$ cat src/rtl/mem_arbiter.sv
`default_nettype none
// ============================================================================
// Module   : mem_arbiter
// Purpose  : Arbitrates a fetch port and a data port onto one single-port
//            memory, with a bounded data streak so fetches cannot starve.
// Revision : 1.0 - initial release
// ============================================================================
module mem_arbiter #(
  parameter int MAX_D_STREAK = 4
) (
  input  logic        clk,
  input  logic        rst,
  input  logic        if_req,
  input  logic [31:0] if_addr,
  output logic [31:0] if_rdata,
  output logic        if_ready,
  output logic        if_stall,
  input  logic        d_req,
  input  logic        d_we,
  input  logic [3:0]  d_be,
  input  logic [31:0] d_addr,
  input  logic [31:0] d_wdata,
  output logic [31:0] d_rdata,
  output logic        d_ready,
  output logic        d_stall,
  output logic        mem_req,
  output logic        mem_we,
  output logic [3:0]  mem_be,
  output logic [31:0] mem_addr,
  output logic [31:0] mem_wdata,
  input  logic [31:0] mem_rdata,
  input  logic        mem_ack
);

  localparam logic [3:0] c_max_streak = 4'(MAX_D_STREAK);

  typedef enum logic [1:0] {
    S_IDLE  = 2'd0,
    S_GNT_I = 2'd1,
    S_GNT_D = 2'd2
  } state_t;

  state_t      r_state;
  state_t      w_next;
  logic        w_grant_i;
  logic        w_grant_d;
  logic [3:0]  r_streak;
  logic        r_mem_req;
  logic        r_mem_we;
  logic [3:0]  r_mem_be;
  logic [31:0] r_mem_addr;
  logic [31:0] r_mem_wdata;
  logic [31:0] r_if_rdata;
  logic [31:0] r_d_rdata;
  logic        r_if_ready;
  logic        r_d_ready;

  // Data wins a collision unless it has already taken its full streak.
  always_comb begin
    w_next    = r_state;
    w_grant_i = 1'b0;
    w_grant_d = 1'b0;
    case (r_state)
      S_IDLE: begin
        if (d_req && (!if_req || (r_streak != c_max_streak))) begin
          w_next    = S_GNT_D;
          w_grant_d = 1'b1;
        end else if (if_req) begin
          w_next    = S_GNT_I;
          w_grant_i = 1'b1;
        end
      end
      S_GNT_I, S_GNT_D: begin
        if (mem_ack) begin
          w_next = S_IDLE;
        end
      end
      default: w_next = S_IDLE;
    endcase
  end

  always_ff @(posedge clk) begin
    if (rst) begin
      r_state     <= S_IDLE;
      r_streak    <= 4'd0;
      r_mem_req   <= 1'b0;
      r_mem_we    <= 1'b0;
      r_mem_be    <= 4'd0;
      r_mem_addr  <= 32'h0;
      r_mem_wdata <= 32'h0;
      r_if_rdata  <= 32'h0;
      r_d_rdata   <= 32'h0;
      r_if_ready  <= 1'b0;
      r_d_ready   <= 1'b0;
    end else begin
      r_state    <= w_next;
      r_if_ready <= 1'b0;
      r_d_ready  <= 1'b0;
      if (w_grant_i) begin
        r_streak    <= 4'd0;
        r_mem_req   <= 1'b1;
        r_mem_we    <= 1'b0;
        r_mem_be    <= 4'hF;
        r_mem_addr  <= if_addr;
        r_mem_wdata <= 32'h0;
      end else if (w_grant_d) begin
        if (!if_req) begin
          r_streak <= 4'd0;
        end else if (r_streak < c_max_streak) begin
          r_streak <= r_streak + 4'd1;
        end
        r_mem_req   <= 1'b1;
        r_mem_we    <= d_we;
        r_mem_be    <= d_be;
        r_mem_addr  <= d_addr;
        r_mem_wdata <= d_wdata;
      end else if ((r_state != S_IDLE) && mem_ack) begin
        r_mem_req <= 1'b0;
        if (r_state == S_GNT_I) begin
          r_if_rdata <= mem_rdata;
          r_if_ready <= 1'b1;
        end else begin
          if (!r_mem_we) begin
            r_d_rdata <= mem_rdata;
          end
          r_d_ready <= 1'b1;
        end
      end
    end
  end

  assign mem_req   = r_mem_req;
  assign mem_we    = r_mem_we;
  assign mem_be    = r_mem_be;
  assign mem_addr  = r_mem_addr;
  assign mem_wdata = r_mem_wdata;
  assign if_rdata  = r_if_rdata;
  assign d_rdata   = r_d_rdata;
  assign if_ready  = r_if_ready;
  assign d_ready   = r_d_ready;
  assign if_stall  = if_req & ~r_if_ready;
  assign d_stall   = d_req & ~r_d_ready;

endmodule
`default_nettype wire
$ cat config.mk
export PLATFORM = sky130hd
export DESIGN_NAME = mem_arbiter
export DESIGN_NICKNAME = d
export VERILOG_FILES = /design/src/rtl/mem_arbiter.sv
export SDC_FILE = /design/constraint.sdc
export NUM_CORES = 1
export LEC_CHECK = 0
export ABC_AREA = 1
export CAP_MARGIN = 0
export CORE_ASPECT_RATIO = 0.5
export CORE_MARGIN = 2
export CORE_UTILIZATION = 42
export CTS_BUF_LIST = sky130_fd_sc_hd__clkbuf_8
export DETAILED_ROUTE_END_ITERATION = 8
export PLACE_DENSITY = 0.86
export SLEW_MARGIN = 20
export SYNTH_ARGS = -nofsm -noshare
export SYNTH_HDL_FRONTEND = slang
export SYNTH_SLANG_ARGS = --single-unit
$ cat constraint.sdc
create_clock -name clk -period 2.1 [get_ports clk]
set_clock_uncertainty 0.2 [all_clocks]
set_input_delay 0.315 -clock clk [delete_from_list [all_inputs] [get_ports clk]]
set_output_delay 0.315 -clock clk [all_outputs]
set_load 0.01 [all_outputs]
==> summary.txt, run 1 <==
Netlist cell types: 22
FF-to-FF path depth: 10
Die Wd: 169.6 um
hpwl dp: 13260 um
critical path launch point type: primary input
length of routed met2 wiring: 9417 um
IO buf count: 275
routed wire length: 18640 um
Worst Tran Pin Value: 404.0 ps
Reg2Reg Setup Slack: 160 ps
CTS Root Cell: clkbuf_8
DRT iter0 DRCs: 453
post-synthesis cell area: 0.005758 mm2
Hold Path End: mem_wdata[8]
GPL Wtd Cong: 0.9022
row count: 30
first-pass GRT wire length: 28940 um
Pins Over Slew Limit: 0
largest net degree at the start of global routing: 75
total CTS buffers: 17
Die Height: 86.80 um
total global routing overflow: 0
highest routed layer: met4
most common cell after layout, fill and taps aside: clkdlybuf4s50_1
kind of critical path: in2out
clock-pin slew on the worst setup and hold paths: 80 ps
WL/cell: 15.31 um
post-synthesis cell count: 770
PwrDens: 743.0 mW/mm2
proportion of layout cells with a drive suffix above 1: 0.06622
worst hold slack: 246.5 ps
final setup fails: 0
setup bufs post-CTS: 0
Worst Hold Depth: 3
GR Util All Layers: 0.2450
CTS tree: yes
Clock Latency Late Sink: 420 ps
total number of vias: 6225
Top Ports: 276
part of the Yosys area used for sequential elements: 0.4937
CP max FO: 2
CTS H-tree lvls: 4
Synth Area per Inst: 7.478 um2
Rel. slew slack: 0.7307
die area: 0.01472 mm2
min-delay src: d_wdata[8]
reg2reg start: r_streak[0]
Fin Setup TNS: 0 ps
vias per inst: 5.111
RSZ-0062 raised after global routing: no
final period utilization: 0.9701
r2r endpoint: mem_wdata[28]
Leakage Power: 3.695 nW
Post-synth ARST share: 0
WL met3: 961 um
vias in the first global route: 5869
initial antenna violation count: 0
achievable clock frequency: 0.4909 GHz
outcome: complete, no violations
Max Root-Sink Buffers: 2
Final min period: 2037 ps
Synth top area share: 0.4937
commonest non-fill, non-tap cells in the layout: 274 x clkdlybuf4s50_1, 185 x nand2_1, 142 x dfxtp_1
drt drc: 0
top cell type by total area after synthesis: dfxtp_1
ranking of synthesized cells by area: dfxtp_1 49%, nand2_1 12%, nand4_1 7.6%
post-place setup slack: -76.74 ps
Core Area: 0.01348 mm2
Post-synth EDFFs: 0
clock sink count: 142
Routed Antenna Nets: 0
setup ws final: 62.73 ps
Yosys Warn Count: 0
CP required: 1580 ps
Peak VDD IR: 382.8 uV
Max Cap Viol: 0
area delta synth->final: 58.58%
# nets final: 1171
Seq cells post-synth: 142
antenna fix cells: 0
hold crit path type: in2reg
Post-synth top flop: dfxtp_1
hold_buf cts: 0
CP arrival: 1520 ps
final hold vios: 0
starting density of the core: 0.4273
met1 WL: 7662 um
syn nets: 912
First-pass DRT Iterations: 5
crit end category: output port
## critical path: stages
cell and delay, ps:
clkdlybuf4s50_1 500, inv_1 70, nor2_1 80, clkdlybuf4s50_1 550
## repair_timing
action / in CTS / in global routing
resized for setup: 1 / 3
endpoints found under the setup margin: 1 / 1
pin swaps: 0 / 0
## flip-flops by register name, indices dropped and copies added, names as in the netlist
register	count
mem_we	1
r_streak	4
d_rdata	32
r_state	2
if_ready	1
d_ready	1
if_rdata	32
mem_wdata	32
mem_addr	32
mem_req	1
mem_be	4
## cells in the mapped netlist (2+ instances only)
master	n
nor2_1	71
buf_6	4
nand4_1	70
nand2_2	2
dfxtp_1	142
nand2_1	185
buf_4	8
buf_1	5
buf_2	27
inv_1	45
a21oi_1	70
inv_2	4
nand3_1	74
clkbuf_1	20
o21ai_0	33
ha_1	4
## worst max path at each step
stage                    to  depth (start not counted)        from  slack [ps]
2_1_floorplan   d_rdata[10]                          9  r_state[0]         480
3_3_place_gp   mem_wdata[0]                          9      if_req          10
3_5_place_dp   mem_wdata[3]                          9      if_req         -80
4_1_cts             d_stall                          4       d_req          70
5_1_grt         d_rdata[23]                          9  r_state[1]          30
6_report            d_stall                          4       d_req          60
## where the power goes
| group | leakage (nW) | switching (W) | internal [W] |
|---|---|---|---|
| sequential | 1.16 | 0.0000922 | 0.00287 |
| combinational | 2.31 | 0.000695 | 0.000747 |
| clock | 0.227 | 0.00104 | 0.00135 |
| total | 3.70 | 0.00183 | 0.00496 |
## routing by layer
metal | vias up | track usage
met4 | 0 | 0.1026
met1 | 2904 | 0.2975
li1 | 3070 | -
met3 | 43 | 0.04977
met5 | - | 0
met2 | 208 | 0.4301
## cell type report
| type | count | area (um2) |
|---|---|---|
| clock buffer | 19 | 261.5 |
| clock inverter | 13 | 172.7 |
| multi-input combinational | 514 | 2396 |
| sequential | 142 | 2843 |
| fill | 1052 | 4344 |
| tap | 176 | 220.2 |
| timing repair buffer | 304 | 3048 |
| inverter | 50 | 190.2 |
## kinds of logic (layout without fill, tap and decap cells)
logic type,count (synthesis),after routing,synth area share
flops,142,142,0.4937
fa+ha+maj,4,4,0.008692
buf+inv,114,386,0.09061
simple gates,406,406,0.3160
compound gates,104,104,0.09105
## metrics by stage
stage | util | area (um2) | cells | power [W]
final | 0.6776 | 9131 | 1218 | 0.006785
after CTS | 0.6772 | 9125 | 1218 | 0.006824
after global placement | 0.6450 | 8692 | 1186 | 0.004412
after global routing | 0.6776 | 9131 | 1218 | 0.007109
after floorplan | - | 5758 | 770 | 0.003676
after detailed placement | 0.6450 | 8692 | 1186 | 0.004448
Note: power is estimated with default switching activity, not from simulation.
==> run 2, diff against run 1 <==
--- a/config.mk
+++ b/config.mk
@@ -12,7 +12,10 @@
 export CORE_UTILIZATION = 42
 export CTS_BUF_LIST = sky130_fd_sc_hd__clkbuf_8
 export DETAILED_ROUTE_END_ITERATION = 8
+export GPL_ROUTABILITY_DRIVEN = 1
+export GPL_TIMING_DRIVEN = 0
 export PLACE_DENSITY = 0.86
+export RECOVER_POWER = 25
 export SLEW_MARGIN = 20
 export SYNTH_ARGS = -nofsm -noshare
 export SYNTH_HDL_FRONTEND = slang
==> run 2 against run 1 <==
Net effect: global-route usage rose by 0.68 points; critical path type unchanged; total power fell by 1.2%; largest power group unchanged; flip-flop and latch count did not move; sequential power barely moved.
==> summary.txt, run 2 (same netlist as run 1, synthesis figures left out) <==
PwrDens: 733.8 mW/mm2 (-1.2%)
Max Cap Viol: 0 (unchanged)
Finished Layout Cells: 1252 (+2.8%)
IO buf count: 273 (-0.73%)
achievable clock frequency: 0.4954 GHz (+0.93%)
RSZ-0062 raised after global routing: yes
Clock Latency Late Sink: 430 ps (about the same)
Top Ports: 276 (unchanged)
Fin Setup TNS: 0 ps (unchanged)
M1 GR Usage: 0.3082 (+0.01071)
critical path launch point type: primary input
CP required: 1580 ps (about the same)
clock-pin slew on the worst setup and hold paths: 90 ps (about the same)
hold crit path type: in2reg
Final min period: 2019 ps (-18.74 ps)
row count: 30 (unchanged)
CP arrival: 1500 ps (-20 ps)
Combinational Power Share: 0.217 (+0.005)
First-pass DRT Iterations: 5 (unchanged)
Switching Fraction: 0.2912 (+0.02217)
Peak VDD IR: 400.3 uV (+4.6%)
largest net degree at the start of global routing: 17 (-77%)
final hold vios: 0 (unchanged)
Clk network pwr share: 0.342 (-0.010)
GPL Wtd Cong: 0.8954 (-0.75%)
Die Height: 86.80 um (unchanged)
Routed Antenna Nets: 0 (unchanged)
GR peak layer: met2
hpwl dp: 14480 um (+9.2%)
Max Root-Sink Buffers: 2 (unchanged)
Pint: 0.004751 W (-4.2%)
total global routing overflow: 0 (unchanged)
Worst Tran Pin Value: 552.4 ps (+148.4 ps)
commonest non-fill, non-tap cells in the layout: 272 x clkdlybuf4s50_1, 185 x nand2_1, 142 x dfxtp_1
Critical-path top delay cell: clkdlybuf4s50_1
Sw Pwr: 0.001952 W (+6.9%)
FF-to-FF path depth: 10 (unchanged)
Leakage Power: 3.669 nW (-0.71%)
GR Util All Layers: 0.2518 (+0.006829)
CTS Root Cell: clkbuf_8
met2 Usage GRT: 0.4378 (+0.007792)
most common cell after layout, fill and taps aside: clkdlybuf4s50_1
final setup fails: 0 (unchanged)
Die Wd: 169.6 um (unchanged)
# nets final: 1205 (+2.9%)
vias per inst: 5.055 (-1.1%)
total number of vias: 6329 (+1.7%)
post-place setup slack: -249.2 ps (-172.4 ps)
proportion of layout cells with a drive suffix above 1: 0.07435 (+0.008131)
Rel. slew slack: 0.6278 (-0.1029)
Pins Over Slew Limit: 0 (unchanged)
initial antenna violation count: 0 (unchanged)
clock sink count: 142 (unchanged)
drt drc: 0 (unchanged)
vias in the first global route: 5906 (+0.63%)
DRT iter0 DRCs: 377 (-17%)
area delta synth->final: 58.63% (about the same)
CP Cell Sequence: clkdlybuf4s50_1 > buf_4 > inv_1 > nor2_1 > dlygate4sd2_1
total CTS buffers: 17 (unchanged)
antenna fix cells: 0 (unchanged)
critical path's largest stage delay: 520 ps (-30 ps)
Worst Hold Depth: 3 (unchanged)
met3 Usage GRT: 0.05525 (+0.005479)
placed insts: 1219 (+2.8%)
outcome: complete, no violations
WL/cell: 15.19 um (-0.74%)
CTS tree: yes
kind of critical path: in2out
die area: 0.01472 mm2 (unchanged)
setup ws final: 81.47 ps (+18.74 ps)
Core Area: 0.01348 mm2 (unchanged)
Reg power frac: 0.441 (+0.005)
CP max FO: 10 (+8)
routed wire length: 19020 um (+2.0%)
final period utilization: 0.9612 (-0.008923)
crit end category: output port
starting density of the core: 0.4273 (unchanged)
CTS H-tree lvls: 4 (unchanged)
first-pass GRT wire length: 29460 um (+1.8%)
## run 2: changes by cell type in the layout (fill, tap and decap cells not counted), moves of 2 or more
cell	before	now
clkbuf_1	0	21
buf_2	0	22
clkinvlp_4	2	5
inv_1	49	45
clkbuf_2	0	2
inv_6	1	5
buf_1	0	5
buf_6	1	3
bufinv_16	4	2
clkdlybuf4s50_1	274	272
clkbuf_4	0	3
buf_12	6	0
buf_4	22	8
## run 2: power by group through the flow
| stage | registers [W] | clock network (W) | logic (W) |
|---|---|---|---|
| floorplan | 0.00309 | 0 | 0.000587 |
| global placement | 0.00301 | 0 | 0.00142 |
| detailed placement | 0.00302 | 0 | 0.00144 |
| finish | 0.00296 | 0.00229 | 0.00145 |
| global route | 0.00298 | 0.00245 | 0.00158 |
| CTS | 0.00296 | 0.00232 | 0.00146 |
## run 2: final cells by class
cell class,instances,area (um2)
timing repair buffer,274,2741
inverter,50,187.7
multi-input combinational,514,2394
buffer,64,334.1
tap,176,220.2
sequential,142,2843
fill,1135,4342
clock buffer,19,261.5
clock inverter,13,152.6
## run 2: worst paths after layout
path,to,from,slack [ps]
min,mem_wdata[17],d_wdata[17],230
max,if_stall,if_req,80
max reg2reg,d_rdata[27],r_state[0],160
min reg2reg,mem_wdata[5],mem_wdata[5],260
## run 2: routing by layer
| layer | vias up | wire [um] |
|---|---|---|
| li1 | 3139 | - |
| met2 | 218 | 9360 |
| met4 | 0 | 586 |
| met5 | - | 0 |
| met3 | 48 | 1115 |
| met1 | 2924 | 7957 |
## run 2: repair_timing
action                                  in CTS  in global routing
hold buffers                                 1                  0
gates resized for setup                      2                  3
cloned                                       0                  0
hold endpoints to repair                     5                  0
endpoints found under the setup margin       1                 19
buffers inserted                             0                  0
## run 2: worst max-delay path: cells and delay by family
kind | cells | cell delay, ps
and+or+nand+nor | 1 | 80
buffers and inverters | 4 | 1100
## run 2: per-stage QoR
step / util / hold WS [ps] / power (W) / cell area (um2)
4_1_cts: 0.6780 / 202.6 / 0.006731 / 9136
3_5_place_dp: 0.6464 / 251.9 / 0.004461 / 8711
3_3_place_gp: 0.6464 / 245.9 / 0.004425 / 8711
6_report: 0.6778 / 228.1 / 0.006703 / 9134
2_1_floorplan: - / 229.3 / 0.003676 / 5758
5_1_grt: 0.6778 / 213.6 / 0.007003 / 9134
==> run 3, diff against run 2 <==
--- a/config.mk
+++ b/config.mk
@@ -9,12 +9,11 @@
 export CAP_MARGIN = 0
 export CORE_ASPECT_RATIO = 0.5
 export CORE_MARGIN = 2
-export CORE_UTILIZATION = 42
-export CTS_BUF_LIST = sky130_fd_sc_hd__clkbuf_8
+export CORE_UTILIZATION = 41
 export DETAILED_ROUTE_END_ITERATION = 8
 export GPL_ROUTABILITY_DRIVEN = 1
 export GPL_TIMING_DRIVEN = 0
-export PLACE_DENSITY = 0.86
+export PLACE_DENSITY = 0.85
 export RECOVER_POWER = 25
 export SLEW_MARGIN = 20
 export SYNTH_ARGS = -nofsm -noshare
==> run 3 against run 2 <==
Net effect: highest routed layer unchanged; register-to-register slack is essentially flat; combinational power is essentially flat; via count grew 0.47%; total power grew 10%; sequential share of layout area down 0.63 points; global-route usage shrank 0.074 points; critical endpoint unchanged; clock power increased by 30%; routed wire length increased by 3.0%; worst hold slack worse by 200 ps; die area up 2.4%.
==> summary.txt, run 3 (same netlist as run 1, synthesis figures left out) <==
clock sink count: 142 (unchanged)
DRT iter0 DRCs: 407 (+8.0%)
register area: 0.002843 mm2 (unchanged)
drt drc: 0 (unchanged)
most common cell after layout, fill and taps aside: clkdlybuf4s50_1
highest routed layer: met4
CTS Root Cell: clkbuf_16
starting density of the core: 0.4226 (-0.004709)
hold crit path type: in2reg
CP max FO: 10 (unchanged)
crit path from: if_req
GR Util All Layers: 0.2511 (-0.0007438)
initial antenna violation count: 0 (unchanged)
clock-pin slew on the worst setup and hold paths: 60 ps (-30 ps)
kind of critical path: in2out
# nets final: 1204 (-0.083%)
met1 WL: 8024 um (+0.84%)
Top Ports: 276 (unchanged)
antenna fix cells: 0 (unchanged)
total number of vias: 6359 (+0.47%)
worst hold slack: 24.29 ps (-203.8 ps)
# fillers: 1100 (-3.1%)
first-pass GRT wire length: 29760 um (+1.0%)
final setup fails: 0 (unchanged)
Worst Hold Depth: 2 (-1)
Pint: 0.005423 W (+14%)
Max Cap Viol: 0 (unchanged)
CP arrival: 1540 ps (+40 ps)
proportion of layout cells with a drive suffix above 1: 0.07456 (+0.0002079)
vias in the first global route: 6109 (+3.4%)
setup ws final: 45.05 ps (-36.43 ps)
row count: 30 (unchanged)
total CTS buffers: 17 (unchanged)
Pins Over Slew Limit: 0 (unchanged)
FF-to-FF path depth: 9 (-1)
hold_buf cts: 0 (-1)
Clock Latency Late Sink: 400 ps (-30 ps)
Routed Antenna Nets: 0 (unchanged)
GPL Wtd Cong: 0.8995 (+0.46%)
Clk network pwr share: 0.404 (+0.062)
First-pass DRT Iterations: 5 (unchanged)
WL/cell: 15.48 um (+1.9%)
routed wire length: 19590 um (+3.0%)
CTS tree: yes
Final min period: 2055 ps (+36.43 ps)
largest net degree at the start of global routing: 17 (unchanged)
Switching Fraction: 0.2648 (-0.02644)
Die Height: 87.80 um (+1.2%)
Rel. slew slack: 0.6472 (+0.01942)
hpwl dp: 14840 um (+2.5%)
Combinational Power Share: 0.195 (-0.022)
area of placed instances: 0.008731 mm2 (+0.23%)
final hold vios: 0 (unchanged)
Reg power frac: 0.401 (-0.040)
setup bufs post-CTS: 0 (unchanged)
post-place setup slack: -291.0 ps (-41.81 ps)
length of routed met2 wiring: 9792 um (+4.6%)
Die Wd: 171.6 um (+1.2%)
min-delay src: rst
final period utilization: 0.9785 (+0.01735)
RSZ-0062 raised after global routing: no
area delta synth->final: 61.93%
Peak VDD IR: 442.3 uV (+10%)
total global routing overflow: 0 (unchanged)
Leakage Power: 3.930 nW (+7.1%)
critical path launch point type: primary input
die area: 0.01507 mm2 (+2.4%)
outcome: complete, no violations
area occupied by multi-input gates: 0.002396 mm2 (+0.10%)
Max Root-Sink Buffers: 2 (unchanged)
commonest non-fill, non-tap cells in the layout: 215 x clkdlybuf4s50_1, 184 x nand2_1, 142 x dfxtp_1
reg2reg start: r_state[0]
IO buf count: 273 (unchanged)
WL met3: 1216 um (+9.1%)
Worst Tran Pin Value: 529.2 ps (-23.29 ps)
fin util: 0.6843 (+0.006489)
total power: 0.007376 W (+10%)
achievable clock frequency: 0.4866 GHz (-1.8%)
Core Area: 0.01363 mm2 (+1.1%)
Final Cell Area: 0.009324 mm2 (+2.1%)
CTS H-tree lvls: 4 (unchanged)
Sw Pwr: 0.001953 W (about the same)
PwrDens: 791.1 mW/mm2 (+7.8%)
CP required: 1580 ps (about the same)
crit end category: output port
vias per inst: 5.027 (-0.56%)
## run 3: cell types whose count changed in the layout (fill, tap and decap cells not counted), sizes merged
| cell | delta |
|---|---|
| clkinv | +2 |
| inv | -4 |
| dlygate4sd3 | +56 |
| clkdlybuf4s50 | -57 |
| clkbuf | +2 |
| clkinvlp | -2 |
## run 3: layout make-up
class,count,area share
flip-flops and latches,142,0.3049
multi-input cells,514,0.2570
plain buffers,64,0.03704
repair buffers,273,0.2929
clock inverters,9,0.01181
inverters,50,0.02013
clock buffers,21,0.05046
well taps,192,0.02576
## run 3: layer usage
layer / GRT usage / vias to the layer above
met5: 0 / -
met1: 0.2918 / 2969
met2: 0.4524 / 210
met4: 0.1032 / 0
li1: - / 3136
met3: 0.05920 / 44
## run 3: final timing paths
check                      end  slack, ps
setup reg to reg  mem_addr[24]        160
hold reg to reg    if_rdata[4]        260
hold / removal         mem_req         20
setup / recovery      if_stall         50
## run 3: power by group through the flow
stage | clock (W) | sequential [W] | combinational [W]
global placement | 0 | 0.00301 | 0.00141
finish | 0.00298 | 0.00296 | 0.00144
detailed placement | 0 | 0.00302 | 0.00144
global route | 0.00314 | 0.00298 | 0.00156
CTS | 0.00302 | 0.00296 | 0.00145
floorplan | 0 | 0.00309 | 0.000587
## run 3: repair_timing
| item | in CTS | in global routing |
|---|---|---|
| setup endpoints to repair | 1 | 41 |
| pin swaps | 0 | 0 |
| resized for setup | 2 | 10 |
## run 3: critical path, cell delays in order
cell	delay, ps
clkdlybuf4s50_1	530
buf_4	200
inv_1	100
nor2_1	90
dlygate4sd2_1	300
## run 3: per-stage QoR
stage | setup TNS [ps] | std cells
floorplan | 0 | 770
global placement | -276.1 | 1235
detailed placement | -1087 | 1235
CTS | 0 | 1265
global route | 0 | 1265
finish | 0 | 1265
